## config.mk

```make
export PLATFORM = sky130hd
export DESIGN_NAME = sap_control_sequencer
export DESIGN_NICKNAME = d
export VERILOG_FILES = /design/src/rtl/sap_control_sequencer.sv
export SDC_FILE = /design/constraint.sdc
export NUM_CORES = 1
export LEC_CHECK = 0
export ABC_AREA = 1
export CORE_MARGIN = 2
export CORE_UTILIZATION = 49
export CTS_BUF_LIST = sky130_fd_sc_hd__clkbuf_4 sky130_fd_sc_hd__clkbuf_8
export CTS_CLUSTER_SIZE = 40
export DETAILED_ROUTE_END_ITERATION = 16
export PLACE_DENSITY = 0.87
export SYNTH_ARGS = -nofsm -noshare
export SYNTH_HDL_FRONTEND = slang
export SYNTH_SLANG_ARGS = --single-unit
```

## constraint.sdc

```tcl
create_clock -name clk -period 5.5 [get_ports clk]
set_input_delay 0.825 -clock clk [delete_from_list [all_inputs] [get_ports clk]]
set_output_delay 0.825 -clock clk [all_outputs]
set_load 0.01 [all_outputs]
```

## src/rtl/sap_control_sequencer.sv

```systemverilog
// SAP control sequencer: one-hot T1..T6 ring counter plus opcode decode that
// produces every bus-driver, load and ALU strobe for the SAP_U datapath.
module sap_control_sequencer #(
  parameter int             OPW    = 4,
  parameter logic [OPW-1:0] OP_LDA = 4'h0,
  parameter logic [OPW-1:0] OP_ADD = 4'h1,
  parameter logic [OPW-1:0] OP_SUB = 4'h2,
  parameter logic [OPW-1:0] OP_OUT = 4'hE,
  parameter logic [OPW-1:0] OP_HLT = 4'hF
) (
  input  logic           clk,
  input  logic           reset,
  input  logic           run,
  input  logic           step,
  input  logic [OPW-1:0] opcode,
  output logic           pc_enable,
  output logic           pc_inc,
  output logic           mar_load,
  output logic           ram_enable,
  output logic           ir_load,
  output logic           ir_enable,
  output logic           reg_a_load,
  output logic           reg_a_enable,
  output logic           reg_b_load,
  output logic           alu_enable,
  output logic           alu_subtract,
  output logic           out_load,
  output logic [5:0]     t_state,
  output logic           instr_done,
  output logic           halted
);

  localparam logic [5:0] T1 = 6'b000001;
  localparam logic [5:0] T2 = 6'b000010;
  localparam logic [5:0] T3 = 6'b000100;
  localparam logic [5:0] T4 = 6'b001000;
  localparam logic [5:0] T5 = 6'b010000;
  localparam logic [5:0] T6 = 6'b100000;

  logic [5:0] t_state_q, t_state_d;
  logic       halted_q, halted_d;
  logic       instr_done_q, instr_done_d;
  logic       adv_s;

  // Reset is folded in so no strobe can leak out while the sequencer is held.
  assign adv_s = (run | step) & ~halted_q & reset;

  assign t_state    = t_state_q;
  assign halted     = halted_q;
  assign instr_done = instr_done_q;

  // Next-state: rotate on advance, freeze at T4 when HLT is decoded.
  always_comb begin
    t_state_d    = t_state_q;
    halted_d     = halted_q;
    instr_done_d = 1'b0;
    if (!$onehot(t_state_q)) begin
      // Corrupted ring (e.g. upset) recovers to a clean fetch.
      t_state_d = T1;
    end else if (adv_s) begin
      if ((t_state_q == T4) && (opcode == OP_HLT)) begin
        halted_d = 1'b1;
      end else begin
        t_state_d = {t_state_q[4:0], t_state_q[5]};
      end
      instr_done_d = t_state_q[5];
    end else begin
      t_state_d = t_state_q;
    end
  end

  // State registers.
  always_ff @(posedge clk or negedge reset) begin
    if (!reset) begin
      t_state_q    <= T1;
      halted_q     <= 1'b0;
      instr_done_q <= 1'b0;
    end else begin
      t_state_q    <= t_state_d;
      halted_q     <= halted_d;
      instr_done_q <= instr_done_d;
    end
  end

  // Control word decode for the current T-state, silent whenever not advancing.
  always_comb begin
    pc_enable    = 1'b0;
    pc_inc       = 1'b0;
    mar_load     = 1'b0;
    ram_enable   = 1'b0;
    ir_load      = 1'b0;
    ir_enable    = 1'b0;
    reg_a_load   = 1'b0;
    reg_a_enable = 1'b0;
    reg_b_load   = 1'b0;
    alu_enable   = 1'b0;
    alu_subtract = 1'b0;
    out_load     = 1'b0;
    if (adv_s) begin
      case (t_state_q)
        T1: begin
          pc_enable = 1'b1;
          mar_load  = 1'b1;
        end
        T2: begin
          pc_inc = 1'b1;
        end
        T3: begin
          ram_enable = 1'b1;
          ir_load    = 1'b1;
        end
        T4: begin
          case (opcode)
            OP_LDA, OP_ADD, OP_SUB: begin
              ir_enable = 1'b1;
              mar_load  = 1'b1;
            end
            OP_OUT: begin
              reg_a_enable = 1'b1;
              out_load     = 1'b1;
            end
            default: begin
            end
          endcase
        end
        T5: begin
          case (opcode)
            OP_LDA: begin
              ram_enable = 1'b1;
              reg_a_load = 1'b1;
            end
            OP_ADD, OP_SUB: begin
              ram_enable = 1'b1;
              reg_b_load = 1'b1;
            end
            default: begin
            end
          endcase
        end
        T6: begin
          case (opcode)
            OP_ADD: begin
              alu_enable = 1'b1;
              reg_a_load = 1'b1;
            end
            OP_SUB: begin
              alu_enable   = 1'b1;
              reg_a_load   = 1'b1;
              alu_subtract = 1'b1;
            end
            default: begin
            end
          endcase
        end
        default: begin
        end
      endcase
    end else begin
      pc_enable = 1'b0;
    end
  end

endmodule

```

[Yosys cells after proc, flatten, opt, wreduce, memory -nomap -nowiden]
Index checks and enable logic that the tools add are counted.
Storage, ports and cells
  word-level logic and storage cells: 63
  output and inout bits: 20
  flip-flop bits (word level): 8
Operators by class
  multiplexer cells: 32
  bitwise logic cells: 4
  equality and inequality tests: 13
  reduce and logical (&&, ||, !) cells: 6
  $add $sub $neg: 5
Operators with widths (count)
  two-way mux 1 bit: 26
  two-way mux 6 bit: 3
  equality test 4 bit (second input constant): 2
  adder 1 x 1 -> 2 bit: 3
  equality test 6 x 1 -> 1 bit (second input constant): 1
  equality test 6 x 2 -> 1 bit (second input constant): 1
  equality test 6 x 3 -> 1 bit (second input constant): 1
  equality test 6 x 4 -> 1 bit (second input constant): 1
  equality test 6 x 5 -> 1 bit (second input constant): 1
  equality test 6 bit (second input constant): 1
  case mux 1 bit (2 select lines): 3
  equality test 4 x 1 -> 1 bit (second input constant): 1
  equality test 4 x 2 -> 1 bit (second input constant): 1
  logical NOT 4 bit: 1
  inequality test 2 bit (second input constant): 2
  adder 2 x 2 -> 3 bit: 1
  adder 3 x 2 -> 3 bit: 1
  equality test 3 x 1 -> 1 bit (second input constant): 1
  AND reduction 3 bit: 1
  OR reduction 3 bit: 1
  bitwise AND 1 bit: 2
  AND reduction 2 bit: 1
  OR reduction 2 bit: 1
  logical AND 1 bit: 1
  other kinds (2): 2

[Longest topological paths before layout]
Gate-level depths: netlist of run 1.
  depth after elaboration: 6
  gate-level depth with buffers: 12

[Worst setup path before layout of run 1]
OpenSTA, ideal clock, no wires.
  path type: reg2reg
  start point: reg t_state_q[0], in the netlist t_state[0]
  end point: reg t_state_q[2], in the netlist t_state[2]
  setup time: 0.065 ns
  stages on the path, launching flop included: 12
  data arrival time: 2.744 ns
  setup slack: 2.691 ns
  required time: 5.435 ns
  cells stage by stage: dfstp_2 > inv_1 > fa_1 > fa_1 > inv_1 > ha_1 > fa_1 > nor2_1 > nand2_1 > nor2_1 > nand3_1 > nand2_1
Between the ends
  word-level cells in the longest chain between the ends: 6
  elaborated cells on any way between the ends: 10
RTL lines
  start, declared: RTL line 40  | logic [5:0] t_state_q, t_state_d;
  start signal, assigned: RTL line 79  | t_state_q <= t_state_d;
  adder 1 x 1 -> 2 bit (not written as such): RTL line 57  | if (!$onehot(t_state_q)) begin
  adder 2 x 2 -> 3 bit (not written as such): RTL line 57
  adder 3 x 2 -> 3 bit (not written as such): RTL line 57
  equality test 3 x 1 -> 1 bit: RTL line 57
  inequality test 2 bit (no line)
  AND reduction 2 bit (no line)
Parallel ways exist; a longest one is shown, timed or not.
A chain may end at the register's enable or synchronous reset.

[Worst setup path in the final report of run 1]
  start point: in reset
  end point: out out_load
Between the ends
  word-level cells in the longest chain between the ends: 2
RTL lines
  start, declared: RTL line 12  | input logic reset,
  bitwise AND 1 bit: RTL line 46  | assign adv_s = (run | step) & ~halted_q & reset;
  two-way mux 1 bit: RTL line 99  | if (adv_s) begin
  end, declared: RTL line 27  | output logic out_load,
Every way passes these cells.

==> impl_metrics.ini, run 1 <==
[min_path]
min_from = t_state[0]
min_path_type = reg2reg

[placement]
port_buffers = 27
gp_congestion = 0.849
place_ws_ps = 1780
dp_hpwl_mm = 1.50

[timing]
fin_crit_sh_pct = 67.2
worst_slack_ps = 1800
fin_skew_ps = 8.78
fin_setup_tns_ps = 0
max_freq_mhz = 270
tightest_slew_ps = 390
report.final.slew_viol_count = 0
hold_viol = 0
rsz0062_at_grt = no
final-setup-viol-count = 0
period_minus_slack_ps = 3700
slew_headroom_pct = 73.9

[clock_tree]
clk_latency_ps = 250
cts_max_level = 1
clockBufferDepth = 2
root_buffer = clkbuf_4
post_cts_resized = 0
cts.clk_slew.worst_paths_ps = 50
cts.sinks = 8
cts_buffers = 3
cts_tree = yes
ctsHoldBuffers = 0
postCtsSetupBuffers = 0

[worst_setup_path]
ff2ff_path_depth = 11
path_class = in2out
cp-startpoint = reset
cp_top_family = buffers and inverters
cp.depth = 6
crit_chain = clkdlybuf4s50_1, nand3_2, inv_2, nand2_1, nor3_1, clkdlybuf4s50_1
cp_slowest_stage_delay_ps = 700
cp_slowest_cell = clkdlybuf4s50_1
endpoint = out_load
worstPathArrival_ps = 2870
startpoint_type = input pin
reg2reg_from = t_state[0]
r2r_slack_ps = 2510
cpMostUsedCell = clkdlybuf4s50_1
worstPathMaxFanout = 11
worstSetupEndpointType = output pin
critPathRequiredTime_ps = 4680
critPathBufInv = 3
r2r-end = t_state[2]

[floorplan]
ios = 28
std_cell_rows = 14
start_util_pct = 51.3
die_height_um = 43.2
fp.dieW_um = 43.2
fp.dieArea_mm2 = 0.00187
core_area_mm2 = 0.00147

[logic_synthesis]
synth_compound_area_share_pct = 3.32
synth_seq_cells = 8
yosysWarningCount = 0
avgSynthCellArea_um2 = 7.12
synthSimpleGateAreaFrac_pct = 43.3
synth_cell_types = 24
synthMuxAreaShare_pct = 0
synth_top_family_by_area = simple AND/OR/NAND/NOR gates
ys_seq_area_share_pct = 26.7
syn_area_um2 = 754
syn_inst = 106
synth-xor-area-share_pct = 0
syn-num-nets = 121
synthAdderAreaFrac_pct = 14.6

[drt]
routed_wl_mm = 1.68
antenna_left = 0
first_pass_iters = 4
vias_per_cell = 4.95
drtIter0Drc = 11
via_count = 747
wl_per_cell_um = 11.1
drc = 0

[run]
cap_violations = 0

[power]
powerDensity_mw_per_mm2 = 114
irDropWorstVdd_uv = 175
finalPower_w = 0.000120
p_leak_nw = 0.503

[global_route]
grt_pass1_vias = 741
grt_max_degree = 12
antenna_found_initial = 0
grt_pass1_wl_mm = 3.02
track_usage_pct = 21.2
overflow = 0

[finish]
drive_gt1_share_pct = 14.8
finalNetCount = 151
syn2layout_area_growth_pct = 40.0
nFillCells = 130
num_antenna_cells = 0

[outcome]
outcome = finished clean
synth_stat cells:
cell type,count,area (um2)
nand2_1,25,93.8
nor2_1,18,67.6
inv_1,14,52.6
nand3_1,9,45.0
dfrtp_1,7,175
ha_1,4,50.1
fa_1,3,60.1
nand2_4,3,33.8
nor2_2,3,18.8
a21oi_1,2,10.0
inv_2,2,7.51
inv_4,2,12.5
nand3_2,2,20.0
o21ai_1,2,10.0
and2_1,1,6.26
buf_4,1,7.51
buf_6,1,11.3
dfstp_2,1,26.3
nand2_2,1,6.26
nand4_1,1,6.26
nor2_4,1,11.3
nor3_1,1,5.00
nor3b_2,1,12.5
o21ai_0,1,5.00
cell type report:
| type | instances | area [um2] | area share, % |
|---|---|---|---|
| multi-input cells | 78 | 462 | 43.7 |
| repair buffers | 27 | 270 | 25.6 |
| flip-flops and latches | 8 | 201 | 19.1 |
| inverters | 18 | 72.6 | 6.87 |
| clock buffers | 4 | 30.0 | 2.84 |
| well taps | 16 | 20.0 | 1.90 |
flip-flops by register name, indices dropped and copies added, names as in the netlist:
| name | count |
|---|---|
| halted | 1 |
| instr_done | 1 |
| t_state | 6 |
metrics by stage:
stage | hold WS (ps) | util (%) | std cells | instance area [um2]
after detailed placement | 491 | 69.7 | 147 | 1030
after global routing | 525 | 71.8 | 151 | 1060
after CTS | 501 | 71.8 | 151 | 1060
after floorplan | 481 | - | 106 | 754
final | 492 | 71.8 | 151 | 1060
after global placement | 483 | 69.7 | 147 | 1030
per-layer routing:
| metal | vias up | part of all wire, % | global-route usage [%] |
|---|---|---|---|
| met5 | - | 0 | 0 |
| met4 | 0 | 0.89 | 5.45 |
| met3 | 2 | 5.3 | 4.26 |
| met2 | 24 | 55 | 38.5 |
| met1 | 340 | 39 | 25.1 |
| li1 | 381 | - | - |
cells in the final DEF, fill, tap and decap left out:
| master | count |
|---|---|
| o21ai_0 | 1 |
| nor2_2 | 3 |
| nand2_2 | 1 |
| nand2_1 | 25 |
| nor2_4 | 1 |
| nor3b_2 | 1 |
| nand3_1 | 9 |
| nand4_1 | 1 |
| dfrtp_1 | 7 |
| nor2_1 | 18 |
| clkdlybuf4s50_1 | 27 |
| clkbuf_4 | 4 |
| inv_2 | 2 |
| inv_4 | 2 |
| o21ai_1 | 2 |
| nand2_4 | 3 |
| nand3_2 | 2 |
| inv_1 | 14 |
| nor3_1 | 1 |
| and2_1 | 1 |
| fa_1 | 3 |
| ha_1 | 4 |
| a21oi_1 | 2 |
| dfstp_2 | 1 |
worst min path at each step:
stage | to | slack, ps | depth (start not counted)
finish | t_state[0] | 490 | 2
global route | t_state[0] | 530 | 2
CTS | t_state[0] | 500 | 2
detailed placement | t_state[0] | 490 | 2
global placement | t_state[0] | 480 | 2
floorplan | t_state[0] | 480 | 2
logic make-up after synthesis:
kind of cell               count (synthesis)
AOI/OAI and AO/OA                          5
buffers and inverters                     20
and+or+nand+nor                           66
adders and majority gates                  7
DFF                                        8
worst min-delay path: stages (launching register included):
cell     delay (ps)
dfstp_2         380
nand2_1          60
nand2_1          40
power breakdown:
group          internal (W)  switching [W]   total, W
Sequential        0.0000590              0  0.0000590
Combinational    0.00000542     0.00000483  0.0000103
Clock             0.0000326      0.0000183  0.0000509
Total             0.0000970      0.0000232   0.000120
Note: power is estimated with default switching activity, not from simulation.
==> run 2: changes to the inputs <==
--- a/config.mk
+++ b/config.mk
@@ -7,11 +7,11 @@
 export LEC_CHECK = 0
 export ABC_AREA = 1
 export CORE_MARGIN = 2
-export CORE_UTILIZATION = 49
+export CORE_UTILIZATION = 41
 export CTS_BUF_LIST = sky130_fd_sc_hd__clkbuf_4 sky130_fd_sc_hd__clkbuf_8
 export CTS_CLUSTER_SIZE = 40
 export DETAILED_ROUTE_END_ITERATION = 16
-export PLACE_DENSITY = 0.87
+export PLACE_DENSITY = 0.78
 export SYNTH_ARGS = -nofsm -noshare
 export SYNTH_HDL_FRONTEND = slang
 export SYNTH_SLANG_ARGS = --single-unit
==> constraint.sdc (replaced) <==
create_clock -name clk -period 3.04 [get_ports clk]
set_input_delay 0.456 -clock clk [delete_from_list [all_inputs] [get_ports clk]]
set_output_delay 0.456 -clock clk [all_outputs]
set_load 0.01 [all_outputs]
==> impl_metrics.ini, run 2 (synthesis gave the netlist of run 1 again) <==
[outcome]
outcome = finished clean

[placement]
dp_hpwl_mm = 1.43
gp_congestion = 0.851
port_buffers = 27
dp_cells = 158

[floorplan]
std_cell_rows = 15
fp.dieW_um = 46.9
core_area_mm2 = 0.00173
die_height_um = 46.9
start_util_pct = 43.7
fp.dieArea_mm2 = 0.00220
ios = 28

[timing]
tightest_slew_ps = 214
fin_skew_ps = 11.3
period_minus_slack_ps = 2890
rsz0062_at_grt = no
fin_setup_tns_ps = 0
hold_viol = 0
report.final.slew_viol_count = 0
fin_crit_sh_pct = 95.0
slew_headroom_pct = 85.6
max_freq_mhz = 346
final-setup-viol-count = 0

[worst_setup_path]
critPathRequiredTime_ps = 3240
cp_slowest_stage_delay_ps = 560
worstPathMaxFanout = 7
crit_chain = inv_2, fa_1, fa_1, inv_1, ha_1, fa_1, nor2_1, nand2_2, nor2_1, nand3_1, nand2_1
ff2ff_path_depth = 11
path_class = reg2reg
r2r_slack_ps = 150
worstPathArrival_ps = 3090
cpMostUsedCell = fa_1
cp_slowest_cell = dfstp_2
startpoint_type = register
worstSetupEndpointType = register

[clock_tree]
cts_max_level = 1
clk_latency_ps = 260
ctsHoldBuffers = 0
root_buffer = clkbuf_4
cts_tree = yes
cts.sinks = 8
cts.clk_slew.worst_paths_ps = 60
post_cts_resized = 0
postCtsSetupBuffers = 0
cts_buffers = 3
clockBufferDepth = 2

[drt]
drtIter0Drc = 21
wl_per_cell_um = 10.8
first_pass_iters = 4
drc = 0
via_count = 780
routed_wl_mm = 1.74
antenna_left = 0
vias_per_cell = 4.81

[finish]
syn2layout_area_growth_pct = 43.8
num_antenna_cells = 0
final_common_cell = clkdlybuf4s50_1
drive_gt1_share_pct = 17.5
final_cells = 162
nFillCells = 173
finalNetCount = 153
largest_reg_flops = 6
final_cell_mix = 27 x clkdlybuf4s50_1, 24 x nand2_1, 18 x nor2_1, 13 x inv_1, 9 x nand3_1

[global_route]
grt_pass1_wl_mm = 2.63
grt_pass1_vias = 651
antenna_found_initial = 0
overflow = 0
track_usage_pct = 17.2
grt_max_degree = 11

[min_path]
min_path_type = reg2reg
min_delay_path_depth = 2

[run]
cap_violations = 0

[power]
powerDensity_mw_per_mm2 = 208
p_leak_nw = 0.509
irDropWorstVdd_uv = 184
-- run 2: path summary, 6_finish.rpt --
check / startpoint / endpoint
max: t_state[0] / t_state[5]
min reg2reg: t_state[0] / t_state[0]
min: t_state[0] / t_state[0]
min in group asynchronous: reset / t_state[5]
max in group asynchronous: reset / t_state[0]
max reg2reg: t_state[0] / t_state[5]
-- run 2: critical path, delay by kind of cell (launching register included) --
kind | cells | cell delay, ps
flops | 1 | 560
buf+inv | 2 | 100
fa+ha+maj | 4 | 1590
simple gates | 5 | 590
-- run 2: final cells by class --
cell class                      count  area, um2  share of cell area [%]
Clock buffer                        4       30.0                    2.77
Inverter                           18       72.6                    6.69
Multi-Input combinational cell     78        464                    42.8
Sequential cell                     8        201                    18.6
Tap cell                           25       31.3                    2.88
Timing Repair Buffer               29        285                    26.3
-- run 2: per-layer routing --
metal / part of all wire [%] / up-vias / routed length (um) / global-route usage [%]
met4: 1.4 / 0 / 24 / 7.78
met3: 7.9 / 4 / 137 / 3.08
met2: 48 / 41 / 835 / 31.0
li1: - / 381 / - / -
met5: 0 / - / 0 / 0
met1: 43 / 354 / 746 / 19.6
-- run 2: power by group --
part            total, W  switching [W]  internal, W  leakage (nW)
combinational  0.0000192     0.00000854    0.0000107         0.388
sequential      0.000107              0     0.000107         0.103
clock          0.0000995      0.0000402    0.0000594        0.0184
-- run 2: per-stage QoR --
step | hold slack [ps] | area, um2 | worst slack [ps] | utilization [%] | total power (W)
after floorplan | 160 | 754 | 231 | - | 0.000114
after global placement | 475 | 1050 | 171 | 60.9 | 0.000128
after detailed placement | 485 | 1050 | 102 | 60.9 | 0.000128
after CTS | 497 | 1080 | 75.9 | 62.7 | 0.000227
after global routing | 516 | 1080 | 31.8 | 62.8 | 0.000233
final | 495 | 1080 | 151 | 62.8 | 0.000225
